[src/rtl/kyber_pkg.sv]
// ---------------------------------------------------------------------------
// kyber_pkg
// Shared constants and types for the Kyber polynomial datapath.
//   N          : coefficients per polynomial
//   NTT_LAYERS : Cooley-Tukey layers in the forward NTT (len 128 .. 2)
//   ZETA_W     : width of the zeta table index k (1..127)
//   ntt_state_t: sequencer states of ntt_ctrl
// ---------------------------------------------------------------------------
package kyber_pkg;

   localparam int N          = 256;
   localparam int NTT_LAYERS = 7;
   localparam int ZETA_W     = 7;

   typedef enum logic [1:0] {
      S_IDLE  = 2'd0,
      S_ISSUE = 2'd1,
      S_DRAIN = 2'd2,
      S_DONE  = 2'd3
   } ntt_state_t;

endpackage

[src/rtl/ntt_addr_gen.sv]
// ---------------------------------------------------------------------------
// ntt_addr_gen
// Butterfly address / zeta index generator for an in-place Cooley-Tukey NTT.
// Walks layer -> group -> j, producing one (a, b, k) triple per step.
// Ports:
//   clk, rst       : clock, synchronous active-high reset
//   load           : restart the walk at layer 0, j 0, k 1
//   step           : advance to the next butterfly
//   a, b           : coefficient addresses j and j+len
//   k              : zeta index of the current group
//   last_in_layer  : current butterfly is the final one of its layer
//   last_layer     : current layer is the final layer (len = 2)
// ---------------------------------------------------------------------------
module ntt_addr_gen
   import kyber_pkg::*;
#(
   parameter int DEPTH = 8
) (
   input  logic              clk,
   input  logic              rst,
   input  logic              load,
   input  logic              step,
   output logic [DEPTH-1:0]  a,
   output logic [DEPTH-1:0]  b,
   output logic [ZETA_W-1:0] k,
   output logic              last_in_layer,
   output logic              last_layer
);

   // One extra bit so that group_start + 2*len can reach N without wrapping.
   localparam logic [DEPTH:0] HALF  = (DEPTH+1)'(N / 2);
   localparam logic [DEPTH:0] TOTAL = (DEPTH+1)'(N);
   localparam logic [DEPTH:0] ONE   = (DEPTH+1)'(1);

   logic [2:0]        layer_reg;
   logic [DEPTH-1:0]  grp_reg;
   logic [DEPTH-1:0]  j_reg;
   logic [ZETA_W-1:0] k_reg;

   logic [DEPTH:0]    len;
   logic [DEPTH:0]    next_grp;
   logic              last_in_group;

   assign len           = HALF >> layer_reg;
   assign next_grp      = {1'b0, grp_reg} + (len << 1);
   assign last_in_group = (({1'b0, j_reg} + ONE) == ({1'b0, grp_reg} + len));
   assign last_in_layer = last_in_group && (next_grp == TOTAL);
   assign last_layer    = (layer_reg == 3'(NTT_LAYERS - 1));

   assign a = j_reg;
   assign b = j_reg + len[DEPTH-1:0];
   assign k = k_reg;

   always_ff @(posedge clk) begin
      if (rst || load) begin
         layer_reg <= '0;
         grp_reg   <= '0;
         j_reg     <= '0;
         k_reg     <= ZETA_W'(1);
      end else if (step) begin
         if (last_in_group) begin
            // k belongs to a group, so it moves on only at group boundaries.
            k_reg <= k_reg + 1'b1;
            if (next_grp == TOTAL) begin
               layer_reg <= layer_reg + 3'd1;
               grp_reg   <= '0;
               j_reg     <= '0;
            end else begin
               grp_reg <= next_grp[DEPTH-1:0];
               j_reg   <= next_grp[DEPTH-1:0];
            end
         end else begin
            j_reg <= j_reg + 1'b1;
         end
      end
   end

endmodule

[src/rtl/ntt_ctrl.sv]
// ---------------------------------------------------------------------------
// ntt_ctrl
// In-place NTT sequencer for one 256-coefficient polynomial held in a true
// dual-port RAM. Issues butterfly reads on even cycles, tags each pair with
// its zeta index for the external butterfly unit, and writes the results back
// to the same addresses BF_LAT+1 cycles after the read, always on odd cycles.
// Ports:
//   clk, rst               : clock, synchronous active-high reset
//   start                  : begin an NTT (sampled in IDLE only)
//   busy                   : high while reading/draining (ISSUE, DRAIN)
//   done                   : one-cycle completion pulse
//   ram_addr_1, ram_addr_2 : port addresses (a = j, b = j+len)
//   ram_we_1, ram_we_2     : write enables (always equal)
//   bf_valid               : RAM read data carries a valid (a,b) pair
//   bf_zeta_idx            : zeta index aligned with bf_valid
// ---------------------------------------------------------------------------
module ntt_ctrl
   import kyber_pkg::*;
#(
   parameter int DEPTH  = 8,
   parameter int BF_LAT = 2
) (
   input  logic              clk,
   input  logic              rst,
   input  logic              start,
   output logic              busy,
   output logic              done,
   output logic [DEPTH-1:0]  ram_addr_1,
   output logic [DEPTH-1:0]  ram_addr_2,
   output logic              ram_we_1,
   output logic              ram_we_2,
   output logic              bf_valid,
   output logic [ZETA_W-1:0] bf_zeta_idx
);

   // An odd latency would land write-backs on read-issue cycles.
   generate
      if ((BF_LAT < 0) || ((BF_LAT % 2) != 0)) begin : g_bad_lat
         $error("ntt_ctrl: BF_LAT must be even and non-negative");
      end
   endgenerate

   localparam int CNT_W = $clog2(BF_LAT + 2);

   ntt_state_t        state_reg;
   logic              phase_reg;
   logic [CNT_W-1:0]  drain_cnt_reg;
   logic              final_reg;

   logic [DEPTH-1:0]  gen_a;
   logic [DEPTH-1:0]  gen_b;
   logic [ZETA_W-1:0] gen_k;
   logic              gen_last_in_layer;
   logic              gen_last_layer;

   logic              load;
   logic              issue;

   // Write-back pipeline: stage 0 lines up with RAM read data, the tail
   // stage lines up with butterfly results on the RAM din ports.
   logic [DEPTH-1:0]  wb_a_reg [0:BF_LAT];
   logic [DEPTH-1:0]  wb_b_reg [0:BF_LAT];
   logic [ZETA_W-1:0] wb_k_reg [0:BF_LAT];
   logic              wb_v_reg [0:BF_LAT];

   assign load  = (state_reg == S_IDLE) && start;
   assign issue = (state_reg == S_ISSUE) && !phase_reg;

   ntt_addr_gen #(
      .DEPTH(DEPTH)
   ) u_addr_gen (
      .clk          (clk),
      .rst          (rst),
      .load         (load),
      .step         (issue),
      .a            (gen_a),
      .b            (gen_b),
      .k            (gen_k),
      .last_in_layer(gen_last_in_layer),
      .last_layer   (gen_last_layer)
   );

   // Sequencer.
   always_ff @(posedge clk) begin
      if (rst) begin
         state_reg     <= S_IDLE;
         phase_reg     <= 1'b0;
         drain_cnt_reg <= '0;
         final_reg     <= 1'b0;
      end else begin
         unique case (state_reg)
            S_IDLE: begin
               if (start) begin
                  state_reg <= S_ISSUE;
                  phase_reg <= 1'b0;
                  final_reg <= 1'b0;
               end
            end
            S_ISSUE: begin
               phase_reg <= ~phase_reg;
               if (!phase_reg && gen_last_in_layer) begin
                  // Wait for the last write of this layer before the next
                  // layer reads anything it may depend on.
                  state_reg     <= S_DRAIN;
                  drain_cnt_reg <= CNT_W'(BF_LAT);
                  final_reg     <= gen_last_layer;
               end
            end
            S_DRAIN: begin
               if (drain_cnt_reg == '0) begin
                  phase_reg <= 1'b0;
                  state_reg <= final_reg ? S_DONE : S_ISSUE;
               end else begin
                  drain_cnt_reg <= drain_cnt_reg - 1'b1;
               end
            end
            S_DONE: begin
               state_reg <= S_IDLE;
            end
            default: begin
               state_reg <= S_IDLE;
            end
         endcase
      end
   end

   // Write-back shift register; reset drops every pending write.
   always_ff @(posedge clk) begin
      if (rst) begin
         for (int i = 0; i <= BF_LAT; i++) begin
            wb_v_reg[i] <= 1'b0;
            wb_a_reg[i] <= '0;
            wb_b_reg[i] <= '0;
            wb_k_reg[i] <= '0;
         end
      end else begin
         wb_v_reg[0] <= issue;
         wb_a_reg[0] <= issue ? gen_a : '0;
         wb_b_reg[0] <= issue ? gen_b : '0;
         wb_k_reg[0] <= issue ? gen_k : '0;
         for (int i = 1; i <= BF_LAT; i++) begin
            wb_v_reg[i] <= wb_v_reg[i-1];
            wb_a_reg[i] <= wb_a_reg[i-1];
            wb_b_reg[i] <= wb_b_reg[i-1];
            wb_k_reg[i] <= wb_k_reg[i-1];
         end
      end
   end

   // Port muxing: read addresses on issue cycles, stored addresses on
   // write-back cycles, zero otherwise. The two never coincide.
   always_comb begin
      ram_addr_1 = '0;
      ram_addr_2 = '0;
      if (issue) begin
         ram_addr_1 = gen_a;
         ram_addr_2 = gen_b;
      end else if (wb_v_reg[BF_LAT]) begin
         ram_addr_1 = wb_a_reg[BF_LAT];
         ram_addr_2 = wb_b_reg[BF_LAT];
      end
   end

   assign ram_we_1    = wb_v_reg[BF_LAT];
   assign ram_we_2    = wb_v_reg[BF_LAT];
   assign bf_valid    = wb_v_reg[0];
   assign bf_zeta_idx = wb_k_reg[0];
   assign busy        = (state_reg == S_ISSUE) || (state_reg == S_DRAIN);
   assign done        = (state_reg == S_DONE);

endmodule

[config.mk]
export PLATFORM = sky130hd
export DESIGN_NAME = ntt_ctrl
export DESIGN_NICKNAME = d
export VERILOG_FILES = /design/src/rtl/kyber_pkg.sv /design/src/rtl/ntt_addr_gen.sv /design/src/rtl/ntt_ctrl.sv
export SDC_FILE = /design/constraint.sdc
export NUM_CORES = 1
export LEC_CHECK = 0
export BUFFER_PORTS_ARGS = -buffer_cell sky130_fd_sc_hd__buf_2
export CAP_MARGIN = 5
export CORE_ASPECT_RATIO = 2
export CORE_MARGIN = 4
export CORE_UTILIZATION = 40
export DETAILED_ROUTE_END_ITERATION = 7
export GPL_TIMING_DRIVEN = 0
export SLEW_MARGIN = 5
export SYNTH_ARGS = -nofsm -noshare
export SYNTH_HDL_FRONTEND = slang
export SYNTH_HIERARCHICAL = 1
export SYNTH_SLANG_ARGS = --single-unit
[constraint.sdc]
create_clock -name clk -period 5.42 [get_ports clk]
set_input_delay 1.084 -clock clk [delete_from_list [all_inputs] [get_ports clk]]
set_output_delay 1.084 -clock clk [all_outputs]
set_load 0.02 [all_outputs]
==> run_results.csv <==
group,metric,value,unit
floorplanning,fp.dieW,88.2,µm
logic_synthesis,synth_warnings,6,
timing,finalMaxSlewViolations,0,
setup_path,worstSetupStartpointType,"register",
logic_synthesis,synth_nets,608,
pwr,ir_drop,0.242,mV
timing,post-route-min-period,5.01,ns
logic_synthesis,syn_area_per_cell,8.88,µm²
grt,antenna_found_initial,0,
floorplanning,ioPinCount,31,
timing,fin_crit_sh,92.5,%
clock_network,cts.sinks,90,
setup_path,r2r_cells,16,
logic_synthesis,synth_top_family_by_area,"simple AND/OR/NAND/NOR gates",
clock_network,clkTransAtPathRegs,0.06,ns
detailed_routing,ant_nets,0,
logic_synthesis,synthMuxAreaShare,1.58,%
floorplanning,coreArea,12600,µm²
floorplanning,row_count,58,
detailed_routing,dr.first_iter.drc_count,292,
logic_synthesis,synth_edf_count,0,
pwr,p_switching,0.576,mW
logic_synthesis,synth-main-ff-cell,"dfxtp_1",
finish,final_nets,648,
detailed_routing,drt_first_pass_iters,5,
clock_network,holdBufCountCts,0,
grt,grt_pass1_vias,4390,
floorplanning,start_util,40.8,%
timing,worst_pin_slew,0.725,ns
setup_path,cp.required,4.34,ns
setup_path,worstPathMaxFanout,10,
min_path,holdCritStartpoint,"wb_a_reg[0][14]",
clock_network,cts_tree,"built",
pwr,power_leakage,2.30,nW
logic_synthesis,synth_compound_area_share,17.0,%
logic_synthesis,synth.cell_area,5150,µm²
logic_synthesis,postSynthCellCount,580,
pwr,clkPwrFrac,36.9,%
placement,gp_congestion,0.960,
pwr,combPwrFrac,23.6,%
outcome,status,"complete, no violations",
timing,fin_skew,0.0143,ns
grt,grt_pass1_wl,22.3,mm
clock_network,insertion_delay,0.34,ns
timing,finalSetupViolCount,0,
placement,port_buffers,30,
logic_synthesis,ys_ff_latch,90,
setup_path,critPathKind,"reg2out",
timing,hold_violations,0,
logic_synthesis,synthArstFlopShare,0,%
finish,drive_gt1_share,16.5,%
min_path,whs_endpoint,"wb_a_reg[0][22]",
setup_path,r2r_end,"state_reg[1]",
detailed_routing,wl_per_cell,18.0,µm
finish,diodes,0,
floorplanning,die-area,14900,µm²
setup_path,r2r-start,"u_addr_gen/layer_reg[2]",
detailed_routing,via_count,4336,
setup_path,crit_arrival,3.93,ns
timing,rsz0062_at_grt,"no",
logic_synthesis,ys_types,76,
detailed_routing,via_per_inst,5.59,
timing,whs,0.436,ns
finish,area_growth,12.9,%
pwr,switching_share,31.7,%
timing,tns,0,ns
grt,grt-ovfl-total,0,
logic_synthesis,synthTopCellsByArea,"dfxtp_1, ha_1, xnor2_1, nor2b_1, nand2_1",
timing,slew_headroom,51.7,%
clock_network,clockBufferDepth,2,
logic_synthesis,synthAdderAreaFrac,6.88,%
finish,fillers,1263,
setup_path,rrSetupSlack,0.97,ns
clock_network,cts-root-buf,"clkbuf_16",
clock_network,cts_buffers,9,
grt,grt_use_total,19.5,%
logic_synthesis,synth_xor_area_share,8.58,%
detailed_routing,drc_errors,0,
timing,clock.fmax,0.200,GHz
detailed_routing,postRouteWirelength,13.9,mm
logic_synthesis,synth-simple-area-share,24.7,%
logic_synthesis,synth_seq_area_share,35.0,%
min_path,holdCritPathClass,"reg2reg",
logic_synthesis,yosysTopAreaCell,"dfxtp_1",
floorplanning,die_h,168,µm
pwr,intPower,1.24,mW
logic_synthesis,synth_top_cell_area_share,35.0,%
grt,grt_max_degree,17,
setup_path,critPathCaptureType,"output pin",
pwr,seqPwrFrac,39.5,%
clock_network,htreeDepth,3,
run,max_cap_violations,0,
placement,dp_hpwl,11.1,mm
min_path,whs_path_depth,1,
pwr,power_density,313,nW/µm²
[critical path, cell delays in order (launching register included)]
cell,delay [ns]
dfxtp_1,0.49
buf_2,0.29
buf_4,0.24
nand2_2,0.18
xnor2_1,0.17
ha_1,0.21
a31o_2,0.25
and2_1,0.16
maj3_1,0.36
a22oi_2,0.31
o21ai_0,0.13
a21oi_1,0.15
o21ai_0,0.10
xor2_1,0.19
nand2_1,0.10
o21ai_0,0.07
buf_2,0.18
[kinds of logic after synthesis]
| kind of cell | after synthesis |
|---|---|
| compound gates | 120 |
| xor+xnor | 48 |
| fa+ha+maj | 29 |
| buf+inv | 62 |
| flops | 90 |
| mux | 8 |
| simple gates | 223 |
[cells in the final DEF (no fill, tap or decap), types with 14 or more instances in the layout]
cell      Yosys  final
nor2b_1      38     38
nand2_1      50     49
nand4_1      14     14
ha_1         25     25
buf_2        14     44
and3_1       26     26
a21oi_1      23     23
dfxtp_1      90     90
clkbuf_1     18     17
o21ai_0      23     23
nor2_1       33     33
xnor2_1      33     33
inv_1        18     18
[metrics by stage]
step	instances	area (µm²)	util (%)	total power, mW	setup slack (ns)
6_report	775	5810	46.0	1.82	0.408
5_1_grt	775	5810	46.0	1.91	0.251
4_1_cts	776	5820	46.1	1.84	0.0433
3_5_place_dp	760	5490	43.5	1.16	0.257
3_3_place_gp	760	5490	43.5	1.16	0.323
2_1_floorplan	580	5150	-	1.04	1.15
[synthesized netlist by cell type (8+ instances only)]
cell / instances
buf_2: 14
a21oi_1: 23
nand4_1: 14
nor2b_1: 38
o21ai_0: 23
clkbuf_1: 18
nand2_1: 50
dfxtp_1: 90
nor2_1: 33
ha_1: 25
xor2_1: 13
buf_6: 8
nor3_1: 10
and3_1: 26
nand3_1: 13
o211ai_1: 9
xnor2_1: 33
inv_1: 18
[cell type report]
type	instances	area, µm²	share of cell area, %
multi-input cells	428	3030	52.1
well taps	150	188	3.23
plain buffers	43	251	4.33
flip-flops and latches	90	1800	31.0
repair buffers	30	150	2.58
inverters	18	67.6	1.16
clock inverters	7	98.8	1.70
clock buffers	9	225	3.87
[power groups by stage]
stage	clock network [mW]	registers, mW	logic (mW)
after floorplan	0	0.732	0.306
after global placement	0	0.732	0.424
after detailed placement	0	0.734	0.429
after CTS	0.688	0.719	0.431
after global routing	0.719	0.723	0.467
final	0.670	0.719	0.429
[metal layers]
metal  track usage (%)  wire (µm)  vias up
met5                 0          0        -
met3              3.04        366       56
met1              17.5       4760     2044
li1                  -          -     2128
met2              36.9       7770      108
met4              14.6       1050        0
[how the worst max path moves through the flow]
stage / startpoint / end / slack (ns) / cells past startpoint
finish: u_addr_gen/layer_reg[2] / ram_addr_2[6] / 0.41 / 16
global route: u_addr_gen/layer_reg[2] / ram_addr_2[6] / 0.25 / 16
CTS: u_addr_gen/layer_reg[0] / ram_addr_2[6] / 0.04 / 18
detailed placement: u_addr_gen/layer_reg[0] / ram_addr_2[6] / 0.26 / 18
global placement: u_addr_gen/layer_reg[0] / ram_addr_2[6] / 0.32 / 18
floorplan: u_addr_gen/layer_reg[0] / ram_addr_2[6] / 1.15 / 17
[what timing repair did]
action,CTS,global route
buffers inserted,0,0
endpoints found under the setup margin,1,1
gates resized for setup,1,1
gates cloned,0,0
pin swaps,0,0
No activity file was read; power rests on OpenSTA's default activity.
